**config.mk**
```make
export PLATFORM = sky130hd
export DESIGN_NAME = pixel_window_feeder
export DESIGN_NICKNAME = d
export VERILOG_FILES = /design/src/rtl/pixel_window_feeder.sv
export SDC_FILE = /design/constraint.sdc
export NUM_CORES = 1
export LEC_CHECK = 0
export ABC_AREA = 1
export ABC_CLOCK_PERIOD_IN_PS = 2650
export BUFFER_PORTS_ARGS = -buffer_cell sky130_fd_sc_hd__buf_4
export CAP_MARGIN = 15
export CORE_UTILIZATION = 57
export CTS_CLUSTER_SIZE = 40
export DETAILED_ROUTE_END_ITERATION = 8
export PLACE_DENSITY = 0.86
export SLEW_MARGIN = 10
export SYNTH_ARGS = -nofsm -noshare
export SYNTH_HDL_FRONTEND = slang
export SYNTH_SLANG_ARGS = --single-unit
```
**constraint.sdc**
```tcl
create_clock -name clock -period 2.65 [get_ports clock]
set_input_delay 0.265 -clock clock [delete_from_list [all_inputs] [get_ports clock]]
set_output_delay 0.265 -clock clock [all_outputs]
set_load 0.1 [all_outputs]
```
**src/rtl/pixel_window_feeder.sv**
```systemverilog
// Streams rows of pixels into an 8-tap sliding window with replicated-edge padding,
// emitting one window per row pixel over a valid/ready handshake.
module pixel_window_feeder #(
  parameter int XW = 8
) (
  input  logic          clock,
  input  logic          reset,
  input  logic          in_valid,
  output logic          in_ready,
  input  logic [7:0]    in_pixel,
  input  logic          in_last,
  input  logic [1:0]    in_frac,
  output logic          win_valid,
  input  logic          out_ready,
  output logic [63:0]   win_pixels,
  output logic [XW-1:0] win_x,
  output logic [1:0]    win_frac,
  output logic          win_last
);

  localparam logic [1:0] IDLE  = 2'd0;
  localparam logic [1:0] RUN   = 2'd1;
  localparam logic [1:0] FLUSH = 2'd2;

  logic [1:0]    state_r;
  logic [1:0]    state_s;
  logic [63:0]   sr_r;
  logic [2:0]    cnt_r;
  logic [1:0]    flush_cnt_r;
  logic [XW-1:0] x_r;
  logic [1:0]    frac_r;
  logic          valid_r;
  logic          last_r;

  logic          can_shift_s;
  logic          in_ready_s;
  logic          accept_s;
  logic          consume_s;
  logic          start_s;
  logic          shift_s;
  logic          final_s;
  logic          produce_s;
  logic [7:0]    ins_s;

  assign can_shift_s = !valid_r || out_ready;
  assign in_ready_s  = ((state_r == IDLE) || (state_r == RUN)) && can_shift_s;
  assign accept_s    = in_valid && in_ready_s;
  assign consume_s   = valid_r && out_ready;
  // A window exists once four shifts have followed the broadcast of the row's first pixel.
  assign produce_s   = shift_s && (cnt_r >= 3'd3);

  // Next-state and shift decode.
  always_comb begin
    state_s = state_r;
    start_s = 1'b0;
    shift_s = 1'b0;
    final_s = 1'b0;
    ins_s   = in_pixel;
    case (state_r)
      IDLE: begin
        if (accept_s) begin
          start_s = 1'b1;
          state_s = in_last ? FLUSH : RUN;
        end else begin
          state_s = IDLE;
        end
      end
      RUN: begin
        if (accept_s) begin
          shift_s = 1'b1;
          state_s = in_last ? FLUSH : RUN;
        end else begin
          state_s = RUN;
        end
      end
      FLUSH: begin
        ins_s = sr_r[63:56];
        if (can_shift_s) begin
          shift_s = 1'b1;
          if (flush_cnt_r == 2'd3) begin
            final_s = 1'b1;
            state_s = IDLE;
          end else begin
            state_s = FLUSH;
          end
        end else begin
          state_s = FLUSH;
        end
      end
      default: begin
        state_s = IDLE;
      end
    endcase
  end

  // Window shift register, counters and output registers.
  always_ff @(posedge clock) begin
    if (reset) begin
      state_r     <= IDLE;
      sr_r        <= 64'd0;
      cnt_r       <= 3'd0;
      flush_cnt_r <= 2'd0;
      x_r         <= '0;
      frac_r      <= 2'd0;
      valid_r     <= 1'b0;
      last_r      <= 1'b0;
    end else begin
      state_r <= state_s;
      if (start_s) begin
        sr_r        <= {8{in_pixel}};
        cnt_r       <= 3'd0;
        flush_cnt_r <= 2'd0;
        frac_r      <= in_frac;
      end else if (shift_s) begin
        sr_r  <= {ins_s, sr_r[63:8]};
        cnt_r <= (cnt_r == 3'd4) ? 3'd4 : cnt_r + 3'd1;
        if (state_r == FLUSH) begin
          flush_cnt_r <= flush_cnt_r + 2'd1;
        end
      end
      // Row start wins over a same-cycle consume of the previous row's last window.
      if (start_s) begin
        x_r <= '0;
      end else if (consume_s) begin
        x_r <= x_r + {{(XW-1){1'b0}}, 1'b1};
      end
      if (produce_s) begin
        valid_r <= 1'b1;
        last_r  <= final_s;
      end else if (consume_s) begin
        valid_r <= 1'b0;
        last_r  <= 1'b0;
      end
    end
  end

  assign in_ready   = in_ready_s;
  assign win_valid  = valid_r;
  assign win_pixels = sr_r;
  assign win_x      = x_r;
  assign win_frac   = frac_r;
  assign win_last   = last_r;

endmodule

```
==> impl_metrics.yaml <==
outcome:
  run_status: "finished clean"
timing:
  final_hold_viol_count: 0
  timing.final.crit_share_pct: 84.8
  setup_viol: 0
  clock_skew_ns: 0.00873
  fmax_mhz: 445
  rsz0062_at_grt: "no"
  slew_headroom_pct: 60.0
  worst_pin_slew_ns: 0.598
  hold_slack_ns: 0.0942
  fin_crit_ns: 2.25
  slew_violations: 0
  fin_tns_setup_ns: 0
routing:
  drt_iter0_markers: 245
  drc: 0
  wl_um: 9300
  num_vias: 3706
  post_drt_wl_per_cell_um: 12.9
  ant_nets: 0
  dr.pass1.iters: 4
  viasPerCell: 5.13
critical_path:
  critPathKind: "reg2reg"
  critPathMaxStageDelay_ns: 0.50
  cp_cell_sequence: "inv_1 > ha_1 > inv_2 > nand2_2 > nand4_2 > nand2_2 > buf_4 > o21ai_0 > nor2_1"
  r2r_slack_ns: 0.40
  required_ns: 2.94
  cp-startpoint: "state_r[0]"
  cpLargestDelayFamily: "simple AND/OR/NAND/NOR gates"
  r2r-end: "win_pixels[35]"
  critPathBufInv: 3
  r2r_start: "state_r[0]"
  cp-end-kind: "register"
  path_common_cell: "nand2_2"
  cp-endpoint: "win_pixels[35]"
  worst-path-max-fanout: 37
  crit_arrival_ns: 2.54
  critPathSlowestCell: "nand2_2"
  ff2ff_path_depth: 9
  crit_path_start_kind: "register"
  crit_cells: 9
logic_synthesis:
  ys_seq_area_share_pct: 43.6
  ys_top_cells_by_area: "dfxtp_1, nor2_1, inv_1"
  synth.avg_cell_area_um2: 6.81
  async_flop_share_pct: 0
  yosys_warnings: 0
  synth_top_cell_by_area: "dfxtp_1"
  synth_nets: 585
  yosys.area.top_type_share_pct: 43.6
  synth_ff_type: "dfxtp_1"
  syn_area_um2: 3810
  ys_ff_latch: 83
  synth_edf_count: 0
  syn-instance-count: 560
  yosysUniqueCellTypes: 29
min_path:
  min_path_type: "in2reg"
  min_from: "reset"
  hold_depth: 2
finish:
  drive_above_1_share_pct: 20.0
  final_cell_mix: "nor2_1, buf_4, dfxtp_1"
  design_area_um2: 4690
  fill_cells: 516
  n_antenna_cell: 0
  areaGrowthSynthToFinish_pct: 23.1
  fin_nets: 667
  layout_commonest_cell: "nor2_1"
global_routing:
  track_usage_pct: 27.3
  antenna_found_initial: 0
  grt_overflow: 0
  grt_pass1_wl_um: 15400
  grt_pass1_vias: 3330
  grt_max_degree: 68
cts:
  clk_pin_slew_worst_paths_ns: 0.08
  cts_buffer_depth: 2
  cts_tree: "built"
  cts_buffers: 9
  cts_resized: 0
  cts_root_buf: "clkbuf_8"
  holdBufCountCts: 0
  cts_setup_buffers: 0
  clkSinkCount: 83
  clk_latency_ns: 0.35
  cts.htree.levels: 3
floorplan:
  std_cell_rows: 29
  core_area_um2: 6390
  initial_core_util_pct: 59.7
  die_w_um: 83.8
  io_pins: 92
  dieHeight_um: 83.8
  dieArea_um2: 7020
power:
  comb_power_share_pct: 50.4
  p_switching_mw: 2.69
  clkPwrFrac_pct: 17.9
  finalPower_mw: 5.12
  p_per_area_nw_per_um2: 1090
  p_int_mw: 2.43
  vdd_drop_max_v: 0.000800
  swShare_pct: 52.6
  sequentialPowerShare_pct: 31.7
  cellLeakagePower_nw: 2.23
placed_design:
  dp.final_hpwl_um: 6290
  portBuffers: 91
  gp_congestion: 0.914
  placed_cell_area_um2: 4490
flow_run:
  cap_viol_max_count: 0
stage by stage:
stage	instances	utilization [%]	setup WS [ns]
after floorplan	560	-	0.640
after global placement	708	70.4	0.503
after detailed placement	708	70.4	0.413
after CTS	723	73.5	0.416
after global routing	723	73.5	0.102
final	723	73.5	0.402
synth_stat cells (3+ instances only):
library cell and number:
a21oi_1 20, buf_2 10, buf_6 5, clkbuf_1 6, dfxtp_1 83, ha_1 10, inv_1 80, inv_2 3
nand2_1 48, nand2_2 10, nand3_1 14, nor2_1 190, nor3_1 3, o21ai_0 42, o21ai_1 17
registers in the layout (all words and copies together), names as in the netlist:
| signal | cells |
|---|---|
| win_pixels | 64 |
| win_valid | 1 |
| win_last | 1 |
| cnt_r | 3 |
| win_frac | 2 |
| win_x | 8 |
| state_r | 2 |
| flush_cnt_r | 2 |
area by class of cell:
class | count | area [µm²] | area share, %
Multi-Input combinational cell | 370 | 1700 | 36.2
Sequential cell | 83 | 1660 | 35.4
Timing Repair Buffer | 95 | 726 | 15.5
Inverter | 83 | 312 | 6.64
Clock buffer | 10 | 138 | 2.93
Tap cell | 77 | 96.3 | 2.05
Clock inverter | 5 | 63.8 | 1.36
layer usage:
layer,track usage (%),part of all wire (%)
met4,13.3,2.5
met1,34.2,44
met5,0,0
met2,44.9,48
met3,5.34,5.6
cell families after synthesis:
logic type                 Yosys count  share of synthesized area (%)
buffers and inverters              107                           12.0
AOI/OAI and AO/OA                   82                           11.0
and+or+nand+nor                    276                           29.7
adders and majority gates           10                           3.28
xor gates and xnor gates             2                          0.459
DFF                                 83                           43.6
power groups by stage:
stage / logic, mW / registers [mW] / clock network (mW)
6_report: 2.58 / 1.62 / 0.917
3_5_place_dp: 2.57 / 1.64 / 0
5_1_grt: 2.72 / 1.65 / 0.990
2_1_floorplan: 0.691 / 3.03 / 0
3_3_place_gp: 2.54 / 1.64 / 0
4_1_cts: 2.58 / 1.62 / 0.935
worst min-delay path by stage:
stage / to
2_1_floorplan: win_last
3_3_place_gp: win_valid
3_5_place_dp: win_last
4_1_cts: win_last
5_1_grt: win_last
6_report: win_last
Power figures use the tool's default switching activity.
